**src/rtl/lcis_pkg.sv**
```systemverilog
// Shared definitions for the LCIS RAM scanner: FSM state encoding and its width.
package lcis_pkg;

  localparam int STATE_W = 3;

  typedef enum logic [STATE_W-1:0] {
    ST_IDLE  = 3'd0,
    ST_READ  = 3'd1,
    ST_DRAIN = 3'd2,
    ST_WB    = 3'd3,
    ST_DONE  = 3'd4
  } state_e;

endpackage

```
**src/rtl/lcis_run_tracker.sv**
```systemverilog
// Longest strictly increasing contiguous run tracker. Consumes one element per
// valid cycle; best reflects the element presented this cycle when valid is high.
module lcis_run_tracker #(
  parameter int DATA_WIDTH  = 16,
  parameter int COUNT_WIDTH = 16
) (
  input  logic                   clk,
  input  logic                   rst_n,
  input  logic                   clear,
  input  logic                   valid,
  input  logic                   first,
  input  logic [DATA_WIDTH-1:0]  x,
  output logic [COUNT_WIDTH-1:0] best
);

  logic [DATA_WIDTH-1:0]  prev;
  logic [COUNT_WIDTH-1:0] cur_q;
  logic [COUNT_WIDTH-1:0] best_q;
  logic [COUNT_WIDTH-1:0] cur_n;
  logic [COUNT_WIDTH-1:0] best_n;

  // NOTE: every always_comb output gets a default first so no path leaves it unassigned (no latch).
  always_comb begin
    cur_n  = cur_q;
    best_n = best_q;
    if (valid) begin
      if (first || !(x > prev)) cur_n = COUNT_WIDTH'(1);
      else                      cur_n = cur_q + 1'b1;
      best_n = (cur_n > best_q) ? cur_n : best_q;
    end
  end

  assign best = best_n;

  // NOTE: sequential state uses non-blocking assignments so all registers update from pre-edge values.
  always_ff @(posedge clk or negedge rst_n) begin
    if (!rst_n) begin
      prev   <= '0;
      cur_q  <= '0;
      best_q <= '0;
    end else if (clear) begin
      prev   <= '0;
      cur_q  <= '0;
      best_q <= '0;
    end else if (valid) begin
      prev   <= x;
      cur_q  <= cur_n;
      best_q <= best_n;
    end
  end

endmodule

```
**src/rtl/lcis_ram_scanner.sv**
```systemverilog
// Streams N words from a 1-cycle-latency RAM and reports the longest strictly
// increasing run. Define LCIS_WRITEBACK_EN to also write the result back to RAM.
module lcis_ram_scanner
  import lcis_pkg::*;
#(
  parameter int DATA_WIDTH = 16,
  parameter int ADDR_WIDTH = 16
) (
  input  logic                  clk,
  input  logic                  rst_n,
  input  logic                  start,
  input  logic [ADDR_WIDTH-1:0] base_addr,
  input  logic [ADDR_WIDTH-1:0] num,
  input  logic [ADDR_WIDTH-1:0] result_addr,
  output logic                  busy,
  output logic                  done,
  output logic [ADDR_WIDTH-1:0] result,
  output logic [ADDR_WIDTH-1:0] ram_addr,
  output logic [DATA_WIDTH-1:0] ram_din,
  output logic                  ram_write_req,
  input  logic [DATA_WIDTH-1:0] ram_dout
);

  state_e                state;
  logic [ADDR_WIDTH-1:0] num_q;
  logic [ADDR_WIDTH-1:0] idx;
  logic                  rd_valid;
  logic                  rd_first;
  logic [ADDR_WIDTH-1:0] best;
  logic                  accept;

`ifdef LCIS_WRITEBACK_EN
  logic [ADDR_WIDTH-1:0] result_addr_q;
`else
  logic unused_result_addr;
  assign unused_result_addr = ^result_addr;
  assign ram_din            = '0;
  assign ram_write_req      = 1'b0;
`endif

  assign accept = (state == ST_IDLE) && start;

  lcis_run_tracker #(
    .DATA_WIDTH (DATA_WIDTH),
    .COUNT_WIDTH(ADDR_WIDTH)
  ) u_tracker (
    .clk  (clk),
    .rst_n(rst_n),
    .clear(accept),
    .valid(rd_valid),
    .first(rd_first),
    .x    (ram_dout),
    .best (best)
  );

  // N=0 passes through DRAIN with an empty pipeline so done keeps the N+1 latency.
  always_ff @(posedge clk or negedge rst_n) begin
    if (!rst_n) begin
      state         <= ST_IDLE;
      num_q         <= '0;
      idx           <= '0;
      rd_valid      <= 1'b0;
      rd_first      <= 1'b0;
      busy          <= 1'b0;
      done          <= 1'b0;
      result        <= '0;
      ram_addr      <= '0;
`ifdef LCIS_WRITEBACK_EN
      result_addr_q <= '0;
      ram_din       <= '0;
      ram_write_req <= 1'b0;
`endif
    end else begin
      done     <= 1'b0;
      rd_valid <= 1'b0;
      rd_first <= 1'b0;
      case (state)
        ST_IDLE: begin
          if (start) begin
            num_q  <= num;
            idx    <= '0;
            result <= '0;
            busy   <= 1'b1;
`ifdef LCIS_WRITEBACK_EN
            result_addr_q <= result_addr;
`endif
            if (num == '0) begin
              state <= ST_DRAIN;
            end else begin
              state    <= ST_READ;
              ram_addr <= base_addr;
            end
          end
        end
        ST_READ: begin
          // Valid/first travel one cycle behind the address to meet the RAM data.
          rd_valid <= 1'b1;
          rd_first <= (idx == '0);
          if (idx == num_q - 1'b1) begin
            state    <= ST_DRAIN;
            ram_addr <= '0;
          end else begin
            idx      <= idx + 1'b1;
            ram_addr <= ram_addr + 1'b1;
          end
        end
        ST_DRAIN: begin
`ifdef LCIS_WRITEBACK_EN
          state         <= ST_WB;
          ram_addr      <= result_addr_q;
          ram_din       <= DATA_WIDTH'(best);
          ram_write_req <= 1'b1;
`else
          state  <= ST_DONE;
          result <= best;
          done   <= 1'b1;
          busy   <= 1'b0;
`endif
        end
`ifdef LCIS_WRITEBACK_EN
        ST_WB: begin
          state         <= ST_DONE;
          ram_addr      <= '0;
          ram_din       <= '0;
          ram_write_req <= 1'b0;
          result        <= best;
          done          <= 1'b1;
          busy          <= 1'b0;
        end
`endif
        ST_DONE: state <= ST_IDLE;
        default: state <= ST_IDLE;
      endcase
    end
  end

endmodule

```
**config.mk**
```make
export PLATFORM = sky130hd
export DESIGN_NAME = lcis_ram_scanner
export DESIGN_NICKNAME = d
export VERILOG_FILES = /design/src/rtl/lcis_pkg.sv /design/src/rtl/lcis_run_tracker.sv /design/src/rtl/lcis_ram_scanner.sv
export SDC_FILE = /design/constraint.sdc
export NUM_CORES = 1
export LEC_CHECK = 0
export BUFFER_PORTS_ARGS = -buffer_cell sky130_fd_sc_hd__buf_2
export CORE_UTILIZATION = 30
export CTS_CLUSTER_DIAMETER = 30
export DETAILED_ROUTE_END_ITERATION = 6
export GPL_TIMING_DRIVEN = 0
export PLACE_DENSITY_LB_ADDON = 0.05
export SYNTH_ARGS = -nofsm -noshare
export SYNTH_HDL_FRONTEND = slang
export SYNTH_SLANG_ARGS = --single-unit
export TNS_END_PERCENT = 30
```
**constraint.sdc**
```tcl
create_clock -name clk -period 7.4 [get_ports clk]
set_clock_uncertainty 0.1 [all_clocks]
set_input_delay 0.74 -clock clk [delete_from_list [all_inputs] [get_ports clk]]
set_output_delay 0.74 -clock clk [all_outputs]
set_load 0.005 [all_outputs]
```
==> out/results.ini, run 1 <==
[clock_network]
clk_path_buf_depth = 2
hold_buffers = 0
cts_setup_buffers = 0
cts_tree = built
path_clk_slew_ns = 0.06
clk_latency_ns = 0.42
cts_sinks = 119
h-tree-depth = 4
cts_made_buffers = 17
ctsResizeCount = 0
clockRootBuffer = clkbuf_16

[floorplan]
boundaryPins = 118
dieArea_mm2 = 0.0257
die_h_um = 160
start_util_pct = 30.7
die_w_um = 160
placementRows = 57
core_area_mm2 = 0.0245

[route]
vias = 6621
viasPerCell = 5.00
drt-initial-drc-count = 375
first_pass_iters = 5
met1_length_um = 10400
totalWireLength_um = 22500
routed-wl-met2_um = 11100
routedWlPerCell_um = 17.0
ant_nets = 0
drc_errors = 0
wl_met3_um = 707
top_layer_used = met4

[cells_and_area]
layout_common_cells = dfrtp_1, nand2_1, buf_2
areaGrowthSynthToFinish_pct = 19.6
diodes = 0
final_common_cell = dfrtp_1
layout.cells.non_filler = 1324
layout.nets = 1091
drive_gt1_share_pct = 15.0
utilization_pct = 36.8

[setup_path]
path_class = input port to register
cp_max_fo = 10
crit_path_start_kind = input port
cp_top_family = compound AO/OA/AOI/OAI gates
path_cells = buf_2, ha_1, a21o_1, a21oi_1, o21ai_0, a221o_1, o31ai_1, clkbuf_1, nor2_1, ha_1, nand4_1, nor2_1, o21ai_0, a31o_2, a21oi_1, nand3_1, o221ai_1
critPathBufInv = 2
critPathMaxStageDelay_ns = 0.83
critPathSlowestCell = o31ai_1
end_kind = register
worstPathArrival_ns = 5.50
worstPathRequired_ns = 7.61

[yosys]
async_reset_ff_share_pct = 100
ys_types = 63
syn_avg_cell_area_um2 = 8.67
synth_flop_cell = dfrtp_1
ys_warn_count = 0
synth_area_mm2 = 0.00752
synth_edf_count = 0
ys_seq_area_share_pct = 39.6
synth_seq_cells = 119
syn_inst = 867

[sta]
slew_viol_final = 0
relSlewSlack_pct = 31.4
setup_violations = 0
worst_pin_slew_ns = 1.02
whs_ns = 0.103
hold_viol_final = 0
tns_ns = 0
finalCritPeriodShare_pct = 71.4
finalCriticalPeriod_ns = 5.28
fmax_ghz = 0.189
rsz0062_at_grt = no

[global_routing]
grt_max_degree = 88
grt_antenna_before_repair = 0
grt_util_all_layers_pct = 18.3
grt_first_pass_wirelength_um = 36900
grt_pass1_vias = 6523
overflow = 0

[placed_design]
place_inst = 1292
port_buffers = 84
place.gp.congestion = 0.767
dpl.hpwl_um = 16200

[worst_hold_path]
hold_class = input port to asynchronous set/reset pin

[pwr]
p_leak_nw = 4.16
power.density_mw_per_mm2 = 227
peakVddDrop_uv = 134

[status]
status = complete, no violations

[run]
max_cap_violations = 0

-- power breakdown --
part	switching [mW]	internal [mW]	leakage (nW)	total [mW]
clock network	0.348	0.445	0.266	0.793
logic	0.271	0.178	2.36	0.448
registers	0.0833	0.715	1.53	0.799
total	0.702	1.34	4.16	2.04
-- cells in the mapped netlist, drive strengths merged (7+ instances only) --
library cell / number / area [um^2]
nand2b: 20 / 125
o21ai: 29 / 145
ha: 37 / 463
a21o: 8 / 60.1
o2bb2ai: 11 / 96.3
o221ai: 10 / 87.6
and3: 14 / 87.6
a21oi: 25 / 125
nand4: 13 / 81.3
nor2b: 8 / 50.1
o31ai: 21 / 158
buf: 25 / 169
o21a: 7 / 52.6
mux2i: 20 / 200
a211o: 7 / 61.3
xor2: 11 / 96.3
or4: 12 / 97.6
nor4: 18 / 113
nand2: 117 / 439
dfrtp: 119 / 2980
nor3: 22 / 110
clkbuf: 42 / 158
xnor2: 19 / 166
inv: 46 / 173
a31oi: 14 / 87.6
nor2: 63 / 236
nand3: 47 / 235
-- final timing paths --
path	from	to	slack (ns)	depth (start not counted)
min in group clk	result[13]	result[13]	0.39	2
worst min register to register	result[13]	result[13]	0.39	2
worst min-delay path	rst_n	num_q[5]	0.10	1
max in group asynchronous	rst_n	u_tracker.cur_q[2]	6.34	2
worst max register to register	u_tracker.prev[9]	result[14]	2.17	17
worst max-delay path	ram_dout[9]	result[14]	2.12	17
-- sequential cells by signal (all words and copies together), names as in the netlist --
register / count
idx: 16
num_q: 16
ram_addr: 16
result: 16
u_tracker.best_q: 16
u_tracker.cur_q: 16
u_tracker.prev: 16
state: 3
busy: 1
done: 1
rd_first: 1
rd_valid: 1
-- metrics by stage --
stage | cell area [um^2] | setup slack [ns] | total power, mW
detailed placement | 8440 | 1.55 | 1.26
finish | 9000 | 2.12 | 2.04
CTS | 9000 | 1.99 | 2.07
global route | 9000 | 1.54 | 2.17
global placement | 8410 | 1.42 | 1.26
floorplan | 7580 | 3.04 | 1.09
-- cell families after synthesis --
kind of cell | synth area share (%)
xor gates and xnor gates | 3.49
DFF | 39.6
muxes | 2.81
other | 0.0499
and+or+nand+nor | 24.7
buffers and inverters | 6.64
adders and majority gates | 6.16
AOI/OAI and AO/OA | 16.6
-- final cells by class --
type	instances	area, um^2
well taps	324	405
plain buffers	67	327
inverters	46	173
clock buffers	18	439
fillers	2586	15500
multi-input cells	651	4100
repair buffers	85	454
flip-flops and latches	119	2980
clock inverters	14	118
-- worst reg2reg max path: stages (launching register included) --
cell and delay (ns):
dfrtp_1 0.34, inv_1 0.04, ha_1 0.29, a21o_1 0.16, a21oi_1 0.13, o21ai_0 0.09, a221o_1 0.33, o31ai_1 0.83
clkbuf_1 0.46, nor2_1 0.11, ha_1 0.31, nand4_1 0.12, nor2_1 0.20, o21ai_0 0.11, a31o_2 0.23, a21oi_1 0.41
nand3_1 0.48, o221ai_1 0.37
-- per-layer routing --
layer,up-vias,track usage (%)
met5,-,0
met4,0,3.98
met3,14,3.43
met2,93,31.2
met1,3175,24.1
li1,3339,-
Power figures use the tool's default switching activity.
==> run 2, diff against run 1 <==
Clock period 7.4 ns to 5.2 ns, I/O delays scaled along.
==> run 2 against run 1 <==
Net effect: global-route usage about the same; core utilization increased by 0.12 points; highest routed layer unchanged; critical path type is now register to register; worst setup slack got worse by 1.7 ns; clock power increased by 42%; sequential power increased by 43%; count of clock-buffer cells in the layout unchanged; via count increased by 0.24%.
==> out/results.ini, run 2 (same netlist as run 1, synthesis figures left out) <==
[floorplan]
dieArea_mm2 = 0.0257  ; unchanged
placementRows = 57  ; unchanged
start_util_pct = 30.7  ; unchanged
boundaryPins = 118  ; unchanged
die_w_um = 160  ; unchanged
core_area_mm2 = 0.0245  ; unchanged
die_h_um = 160  ; unchanged

[sta]
fmax_ghz = 0.208
relSlewSlack_pct = 35.9  ; +4.5 points
worst_pin_slew_ns = 0.958  ; -0.0623 ns
setup_violations = 0  ; unchanged
rsz0062_at_grt = no
hold_viol_final = 0  ; unchanged
finalCritPeriodShare_pct = 92.5
slew_viol_final = 0  ; unchanged
whs_ns = 0.209  ; +0.105 ns
finalCriticalPeriod_ns = 4.81
tns_ns = 0  ; unchanged

[clock_network]
cts_setup_buffers = 0  ; unchanged
clk_path_buf_depth = 2  ; unchanged
cts_made_buffers = 17  ; unchanged
clk_latency_ns = 0.42  ; about the same
clockRootBuffer = clkbuf_16
cts_tree = built
h-tree-depth = 4  ; unchanged
path_clk_slew_ns = 0.07  ; about the same
cts_sinks = 119  ; unchanged

[cells_and_area]
layout.cells.non_filler = 1325  ; +0.076%
drive_gt1_share_pct = 15.4  ; +0.38 points
areaGrowthSynthToFinish_pct = 20.0
multi_input_area_mm2 = 0.00412  ; +0.46%
num-fill-cells = 2586  ; unchanged
diodes = 0  ; unchanged
layout_common_cells = dfrtp_1, nand2_1, buf_2
final_common_cell = dfrtp_1
final-seq-area_mm2 = 0.00298  ; unchanged
layout.nets = 1092  ; +0.092%

[setup_path]
critPathMaxStageDelay_ns = 0.74  ; -0.09 ns
worstPathRequired_ns = 5.43  ; -2.18 ns
path_cells = inv_1, ha_1, nand4_1, or2_2, a211oi_1, o31a_1, clkbuf_1, clkbuf_1, and2_1, ha_1, nor2b_1, o21a_1, o211ai_1, a31o_2, a21oi_2, nor2_1, o2bb2ai_1
path_class = register to register
critPathSlowestCell = nor2_1
end_kind = register
cp_top_family = simple AND/OR/NAND/NOR gates
cp_max_fo = 10  ; unchanged
crit_path_start_kind = register
critPathBufInv = 3  ; +1
worstPathArrival_ns = 5.04  ; -0.46 ns

[pwr]
total_power_mw = 2.91  ; +43%
p_leak_nw = 4.17  ; +0.20%
power.density_mw_per_mm2 = 323  ; +42%
peakVddDrop_uv = 198  ; +48%

[route]
first_pass_iters = 5  ; unchanged
ant_nets = 0  ; unchanged
totalWireLength_um = 22600  ; +0.36%
viasPerCell = 5.01  ; +0.17%
drt-initial-drc-count = 379  ; +1.1%
routedWlPerCell_um = 17.0  ; +0.28%
drc_errors = 0  ; unchanged
vias = 6637  ; +0.24%

[run]
max_cap_violations = 0  ; unchanged

[worst_hold_path]
hold_class = input port to register

[global_routing]
grt_util_all_layers_pct = 18.3  ; -0.045 points
grt_first_pass_wirelength_um = 36800  ; -0.13%
grt_antenna_before_repair = 0  ; unchanged
grt_max_degree = 88  ; unchanged
overflow = 0  ; unchanged
grt_pass1_vias = 6496  ; -0.41%

[status]
status = complete, no violations

[placed_design]
dpl.hpwl_um = 16200  ; unchanged
port_buffers = 84  ; unchanged
place_inst = 1292  ; unchanged
place.gp.congestion = 0.767  ; unchanged

==> run 2: changes by cell type in the layout (fill, tap and decap cells not counted), sizes merged <==
cell	before	now
dlygate4sd3	0	1
==> run 2: worst register-to-register path: cells and delay by family (launching register included) <==
family | cells | cell delay (ns)
and+or+nand+nor | 5 | 1.45
AOI/OAI and AO/OA | 7 | 1.37
buffers and inverters | 3 | 1.04
adders and majority gates | 2 | 0.43
DFF | 1 | 0.34
==> run 2: worst paths after layout <==
check                                    from                    to  slack [ns]  depth (start not counted)
setup / recovery           u_tracker.prev[13]  u_tracker.best_q[12]        0.39                         17
hold / removal                         num[6]              num_q[6]        0.21                          3
setup reg to reg           u_tracker.prev[13]  u_tracker.best_q[12]        0.39                         17
hold reg to reg                    result[13]            result[13]        0.39                          2
max in group asynchronous               rst_n  u_tracker.best_q[15]        3.77                          3
min in group asynchronous               rst_n              num_q[5]        0.46                          2
==> run 2: timing repair <==
| item | 4_1_cts | 5_1_grt |
|---|---|---|
| setup endpoints to repair | 20 | 20 |
| hold buffers | 1 | 0 |
| resized for setup | 1 | 3 |
| endpoints found under the hold margin | 32 | 0 |
==> run 2: layer usage <==
layer  global-route usage (%)  vias up  wire length (um)
met3                     3.43       12               534
met2                     30.9       72             11200
met1                     24.2     3210             10600
li1                         -     3343                 -
met5                        0        -                 0
met4                     3.98        0               195
==> run 2: stage by stage <==
stage / util (%) / instance area (um^2) / setup slack (ns)
final: 36.9 / 9030 / 0.390
after global routing: 36.9 / 9030 / 0.0392
after CTS: 36.8 / 9010 / 0.137
after detailed placement: 34.5 / 8440 / -0.428
after global placement: 34.4 / 8410 / -0.557
after floorplan: - / 7580 / 1.06
==> run 2: power breakdown <==
part,switching [mW],total [mW],internal (mW)
Clock,0.499,1.13,0.633
Sequential,0.118,1.14,1.02
Combinational,0.390,0.646,0.256
Total,1.01,2.91,1.91
==> run 2: layout make-up <==
class                           instances  share of cell area [%]
Inverter                               46                    1.91
Clock buffer                           18                    4.87
Buffer                                 67                    3.62
Sequential cell                       119                    33.0
Timing Repair Buffer                   86                    5.14
Tap cell                              324                    4.49
Multi-Input combinational cell        651                    45.7
Clock inverter                         14                    1.30
